<file path="src/rtl/alu_share_arbiter.sv">
// Round-robin share of one ALU (control decoder + core) between the execute stage (port 0)
// and the branch/address unit (port 1), with valid/ready handshakes on both sides.
module alu_share_arbiter #(
    parameter int XLEN    = 32,
    parameter int ALU_LAT = 1
) (
    input  logic                clk,
    input  logic                rst,
    input  logic [1:0]          req_valid,
    output logic [1:0]          req_ready,
    input  logic [3:0]          req_alu_op,
    input  logic [5:0]          req_funct3,
    input  logic [13:0]         req_funct7,
    input  logic [2*XLEN-1:0]   req_a,
    input  logic [2*XLEN-1:0]   req_b,
    output logic [1:0]          rsp_valid,
    input  logic [1:0]          rsp_ready,
    output logic [XLEN-1:0]     rsp_result,
    output logic                rsp_zero,
    output logic                rsp_err,
    output logic [1:0]          alu_op_o,
    output logic [2:0]          funct3_o,
    output logic [6:0]          funct7_o,
    output logic [XLEN-1:0]     alu_a,
    output logic [XLEN-1:0]     alu_b,
    input  logic [3:0]          alu_ctrl_i,
    input  logic [XLEN-1:0]     alu_result,
    input  logic                alu_zero
);

    localparam int CW = (ALU_LAT > 1) ? $clog2(ALU_LAT) : 1;

    typedef enum logic [1:0] {
        S_IDLE = 2'b00,
        S_EXEC = 2'b01,
        S_RESP = 2'b10
    } state_e;

    state_e            state_q, state_d;
    logic              last_grant_q;
    logic              owner_q;
    logic [CW-1:0]     cnt_q;
    logic [1:0]        alu_op_q;
    logic [2:0]        funct3_q;
    logic [6:0]        funct7_q;
    logic [XLEN-1:0]   a_q;
    logic [XLEN-1:0]   b_q;
    logic [XLEN-1:0]   result_q;
    logic              zero_q;
    logic              err_q;

    logic              gnt_idx_s;
    logic              accept_s;
    logic              rsp_fire_s;

    // Round-robin grant: a tie goes to the port that did not win last time.
    always_comb begin
        gnt_idx_s = 1'b0;
        if (req_valid == 2'b11) begin
            gnt_idx_s = ~last_grant_q;
        end else if (req_valid[1]) begin
            gnt_idx_s = 1'b1;
        end else begin
            gnt_idx_s = 1'b0;
        end
    end

    assign accept_s   = (state_q == S_IDLE) && (req_valid != 2'b00) && !rst;
    assign rsp_fire_s = (state_q == S_RESP) && rsp_ready[owner_q] && !rst;

    // FSM state register.
    always_ff @(posedge clk) begin
        if (rst) begin
            state_q <= S_IDLE;
        end else begin
            state_q <= state_d;
        end
    end

    // FSM next-state logic.
    always_comb begin
        state_d = state_q;
        case (state_q)
            S_IDLE: begin
                if (accept_s) state_d = S_EXEC;
                else          state_d = S_IDLE;
            end
            S_EXEC: begin
                if (cnt_q == {CW{1'b0}}) state_d = S_RESP;
                else                     state_d = S_EXEC;
            end
            S_RESP: begin
                if (rsp_fire_s) state_d = S_IDLE;
                else            state_d = S_RESP;
            end
            default: state_d = S_IDLE;
        endcase
    end

    // FSM outputs: handshake strobes, held low throughout reset.
    always_comb begin
        req_ready = 2'b00;
        rsp_valid = 2'b00;
        if (rst) begin
            req_ready = 2'b00;
            rsp_valid = 2'b00;
        end else if (accept_s) begin
            req_ready[gnt_idx_s] = 1'b1;
        end else if (state_q == S_RESP) begin
            rsp_valid[owner_q] = 1'b1;
        end else begin
            req_ready = 2'b00;
            rsp_valid = 2'b00;
        end
    end

    // Drive regs, latency counter, response capture and arbitration history.
    always_ff @(posedge clk) begin
        if (rst) begin
            last_grant_q <= 1'b1;
            owner_q      <= 1'b0;
            cnt_q        <= {CW{1'b0}};
            alu_op_q     <= 2'b00;
            funct3_q     <= 3'b000;
            funct7_q     <= 7'b0000000;
            a_q          <= {XLEN{1'b0}};
            b_q          <= {XLEN{1'b0}};
            result_q     <= {XLEN{1'b0}};
            zero_q       <= 1'b0;
            err_q        <= 1'b0;
        end else if (accept_s) begin
            owner_q  <= gnt_idx_s;
            cnt_q    <= CW'(ALU_LAT - 1);
            alu_op_q <= gnt_idx_s ? req_alu_op[3:2]     : req_alu_op[1:0];
            funct3_q <= gnt_idx_s ? req_funct3[5:3]     : req_funct3[2:0];
            funct7_q <= gnt_idx_s ? req_funct7[13:7]    : req_funct7[6:0];
            a_q      <= gnt_idx_s ? req_a[2*XLEN-1:XLEN] : req_a[XLEN-1:0];
            b_q      <= gnt_idx_s ? req_b[2*XLEN-1:XLEN] : req_b[XLEN-1:0];
        end else if (state_q == S_EXEC) begin
            if (cnt_q != {CW{1'b0}}) begin
                cnt_q <= cnt_q - CW'(1);
            end else begin
                result_q <= alu_result;
                zero_q   <= alu_zero;
                err_q    <= (alu_ctrl_i == 4'hF);
            end
        end else if (rsp_fire_s) begin
            last_grant_q <= owner_q;
        end
    end

    assign alu_op_o   = alu_op_q;
    assign funct3_o   = funct3_q;
    assign funct7_o   = funct7_q;
    assign alu_a      = a_q;
    assign alu_b      = b_q;
    assign rsp_result = result_q;
    assign rsp_zero   = zero_q;
    assign rsp_err    = err_q;

endmodule

</file>
<file path="config.mk">
export PLATFORM = sky130hd
export DESIGN_NAME = alu_share_arbiter
export DESIGN_NICKNAME = d
export VERILOG_FILES = /design/src/rtl/alu_share_arbiter.sv
export SDC_FILE = /design/constraint.sdc
export NUM_CORES = 1
export LEC_CHECK = 0
export BUFFER_PORTS_ARGS = -buffer_cell sky130_fd_sc_hd__buf_2
export CAP_MARGIN = 20
export CORE_AREA = 2 2 122 124
export DETAILED_ROUTE_END_ITERATION = 6
export DIE_AREA = 0 0 124 126
export GPL_TIMING_DRIVEN = 1
export PLACE_DENSITY = 0.71
export SLEW_MARGIN = 5
export SYNTH_ARGS = -nofsm -noshare
export SYNTH_HDL_FRONTEND = slang
export SYNTH_SLANG_ARGS = --single-unit
</file>
<file path="constraint.sdc">
create_clock -name clk -period 2.6 [get_ports clk]
set_input_delay 0.39 -clock clk [delete_from_list [all_inputs] [get_ports clk]]
set_output_delay 0.39 -clock clk [all_outputs]
set_load 0.02 [all_outputs]
</file>
==> flow_metrics.py <==
metrics = {
    "worst_hold_path": {
        "hold_path_class": "input port to flip-flop",
    },
    "logic_synthesis": {
        "synthAdderAreaFrac": 0,
        "synth.top_cells.by_area": "dfxtp_1 (53%), a221o_1 (18%), and3_1 (11%), nand2_1 (6.1%), a21oi_1 (4.3%)",
        "ys_types": 25,
        "synth-seq-cells": 114,
        "avgSynthCellArea_um2": 9.793,
        "muxShareOfSynthArea": 0,
        "synth.most_common_cell": "dfxtp_1",
        "synth_xor_area_frac": 0,
        "synth_top_area_share": 0.5308,
        "ys_seq_area_frac": 0.5308,
        "synth_edf_count": 0,
        "async_reset_ff_frac": 0,
        "synth_cells": 439,
        "synth_top_family_by_area": "compound AO/OA/AOI/OAI gates",
        "synth_common_cells": "dfxtp_1 (114), and3_1 (77), a221o_1 (76), nand2_1 (70), a21oi_1 (37)",
        "ys.flop_type": "dfxtp_1",
        "yosys.area.top_type": "dfxtp_1",
        "syn_area_mm2": 0.004299,
        "syn-num-nets": 634,
        "ys_warn_count": 0,
        "synth_compound_area_frac": 0.2311,
        "yosys.area_share.simple": 0.1915,
    },
    "floorplanning": {
        "dieHeight_um": 126,
        "rows": 44,
        "start_util": 0.3003,
        "ioPinCount": 309,
        "core_mm2": 0.01431,
        "die_area_mm2": 0.01562,
        "die_x_um": 124,
    },
    "global_routing": {
        "grt_pass1_vias": 4378,
        "gr-usage-met1": 0.1946,
        "grt_overflow": 0,
        "grt_use_met3": 0.07971,
        "grt_use_met2": 0.3083,
        "grt_pass1_wl_um": 21890,
        "grt_antenna_before_repair": 0,
        "top_usage_layer": "met2",
        "grt_max_degree": 77,
        "track_usage": 0.1789,
    },
    "place": {
        "place_congestion": 0.7639,
        "dp_hpwl_um": 10380,
        "portBuffers": 308,
        "dp_cells": 897,
        "dp_slack_ns": 0.6336,
    },
    "clock_tree": {
        "cts_hold_buf": 0,
        "clk_pin_slew_worst_paths_ns": 0.05,
        "cts_tree": "done",
        "clock_latency_ns": 0.40,
        "post_cts_buffers": 0,
        "cts_resized": 0,
        "cts.path.max_buffers": 2,
        "cts.sinks": 114,
        "cts_buffers": 17,
        "htree_levels": 4,
        "cts-root-buf": "clkbuf_16",
    },
    "layout": {
        "final_util": 0.4636,
        "layout.cells.non_filler": 929,
        "syn2layout_area_growth_pct": 54.37,
        "final_nets": 927,
        "drive_above_1_share": 0.4792,
        "diodes": 0,
    },
    "sta": {
        "worst_slack_ns": 0.5734,
        "finalHoldViolations": 0,
        "finClkSkew_ns": 0.007679,
        "max_freq_ghz": 0.4934,
        "relSlewSlack": 0.4469,
        "setup_tns_ns": 0,
        "finalSetupViolCount": 0,
        "rsz0062_at_grt": "false",
        "worst_pin_slew_ns": 0.8297,
        "min_period_ns": 2.027,
        "drv_slew": 0,
        "min_period_over_period": 0.7795,
    },
    "worst_setup_path": {
        "crit_type": "flip-flop to output port",
        "arrival_ns": 1.64,
        "cp.required_ns": 2.21,
        "end_kind": "output port",
        "crit_fanout": 36,
        "worst_setup_path_start_kind": "flip-flop",
    },
    "drt": {
        "post_drt_wl_per_cell_um": 15.74,
        "drtIter0Drc": 216,
        "via_count": 4643,
        "dr.pass1.iters": 4,
        "ant_nets": 0,
        "via_per_inst": 4.998,
        "drc": 0,
        "drt_wl_total_um": 14620,
    },
    "run": {
        "drv_cap": 0,
    },
    "pwr": {
        "leakage_nw": 3.524,
        "power.density_mw_per_mm2": 814.1,
        "p_total_mw": 5.403,
        "ir_drop_mv": 0.3565,
    },
    "status": {
        "status": "complete, no violations",
    },
}
-- cells by family after synthesis --
| logic type | after synthesis |
|---|---|
| buffers and inverters | 47 |
| flip-flops | 114 |
| AND/OR/NAND/NOR | 159 |
| AO/OA/AOI/OAI | 119 |
-- routing by layer --
layer	vias up	routed length [um]
li1	2234	-
met1	2140	5578
met2	247	7167
met3	22	1632
met4	0	240
met5	-	0
-- per-stage QoR --
stage / instance area (um2) / hold slack [ns]
finish: 6636 / 0.2086
global route: 6636 / 0.1781
CTS: 6636 / 0.1857
detailed placement: 5989 / 0.4432
global placement: 5989 / 0.4384
floorplan: 4299 / 0.4904
-- worst paths after layout --
path                                                   from                     endpoint  slack [ns]  cells past startpoint
worst max-delay path                  state_q[0]$_SDFF_PP0_                 req_ready[1]        0.57                      4
worst min-delay path                               req_b[6]        alu_b[6]$_SDFFE_PP0P_        0.21                      2
worst max register to register        state_q[1]$_SDFF_PP0_       alu_a[16]$_SDFFE_PP0P_        0.83                      4
worst min register to register  rsp_result[25]$_SDFFE_PP0P_  rsp_result[25]$_SDFFE_PP0P_        0.45                      2
-- sequential cells by signal, summed over array words and instances (netlist names) --
signal and flops:
rsp_zero 1, rsp_result 32, funct3_o 3, last_grant_q 1, funct7_o 7, alu_a 32
rsp_err 1, state_q 2, alu_b 32, alu_op_o 2, owner_q 1
-- where the power goes --
part           switching [mW]  internal (mW)  leakage (nW)
Sequential             0.0907           1.91         0.937
Combinational           0.522          0.368          2.29
Clock                   0.830           1.68         0.300
Total                    1.44           3.96          3.52
-- layout make-up --
cell class                      count  area [um2]
Multi-Input combinational cell    278        1846
Sequential cell                   114        2282
Inverter                            2       7.507
Tap cell                          184       230.2
Fill cell                        1410        7677
Clock buffer                       20       466.7
Timing Repair Buffer              319        1624
Clock inverter                     12       180.2
-- cell usage in the layout, fill, tap and decap left out --
| cell type | netlist | final |
|---|---|---|
| buf_2 | 7 | 308 |
| dfxtp_1 | 114 | 114 |
| and3_1 | 77 | 76 |
| a221o_1 | 76 | 76 |
| nand2_1 | 70 | 70 |
| a21oi_1 | 37 | 37 |
| clkbuf_16 | 0 | 17 |
| buf_4 | 4 | 11 |
| clkinvlp_4 | 0 | 5 |
| bufinv_16 | 0 | 4 |
| nand2b_1 | 3 | 3 |
| clkbuf_8 | 0 | 3 |
| and2_1 | 2 | 2 |
| inv_1 | 2 | 2 |
| clkinv_4 | 0 | 2 |
| nor3_1 | 1 | 1 |
| nor3_4 | 0 | 1 |
| and3_2 | 0 | 1 |
| nor3b_1 | 1 | 1 |
| a21boi_4 | 0 | 1 |
| nor2_1 | 1 | 1 |
| or2_1 | 1 | 1 |
| a21oi_4 | 0 | 1 |
| nor2b_2 | 0 | 1 |
| o2111ai_1 | 1 | 1 |
| o21ai_0 | 1 | 1 |
| o211ai_1 | 1 | 1 |
| a21bo_2 | 1 | 1 |
| and4_1 | 1 | 1 |
| clkinv_2 | 0 | 1 |
-- worst max-delay path, cell delays in order, from the launching register on --
cell and delay (ns):
dfxtp_1 0.37, nor3_4 0.21, buf_4 0.33, and2_1 0.17
buf_2 0.15
No activity file was read; power rests on OpenSTA's default activity.
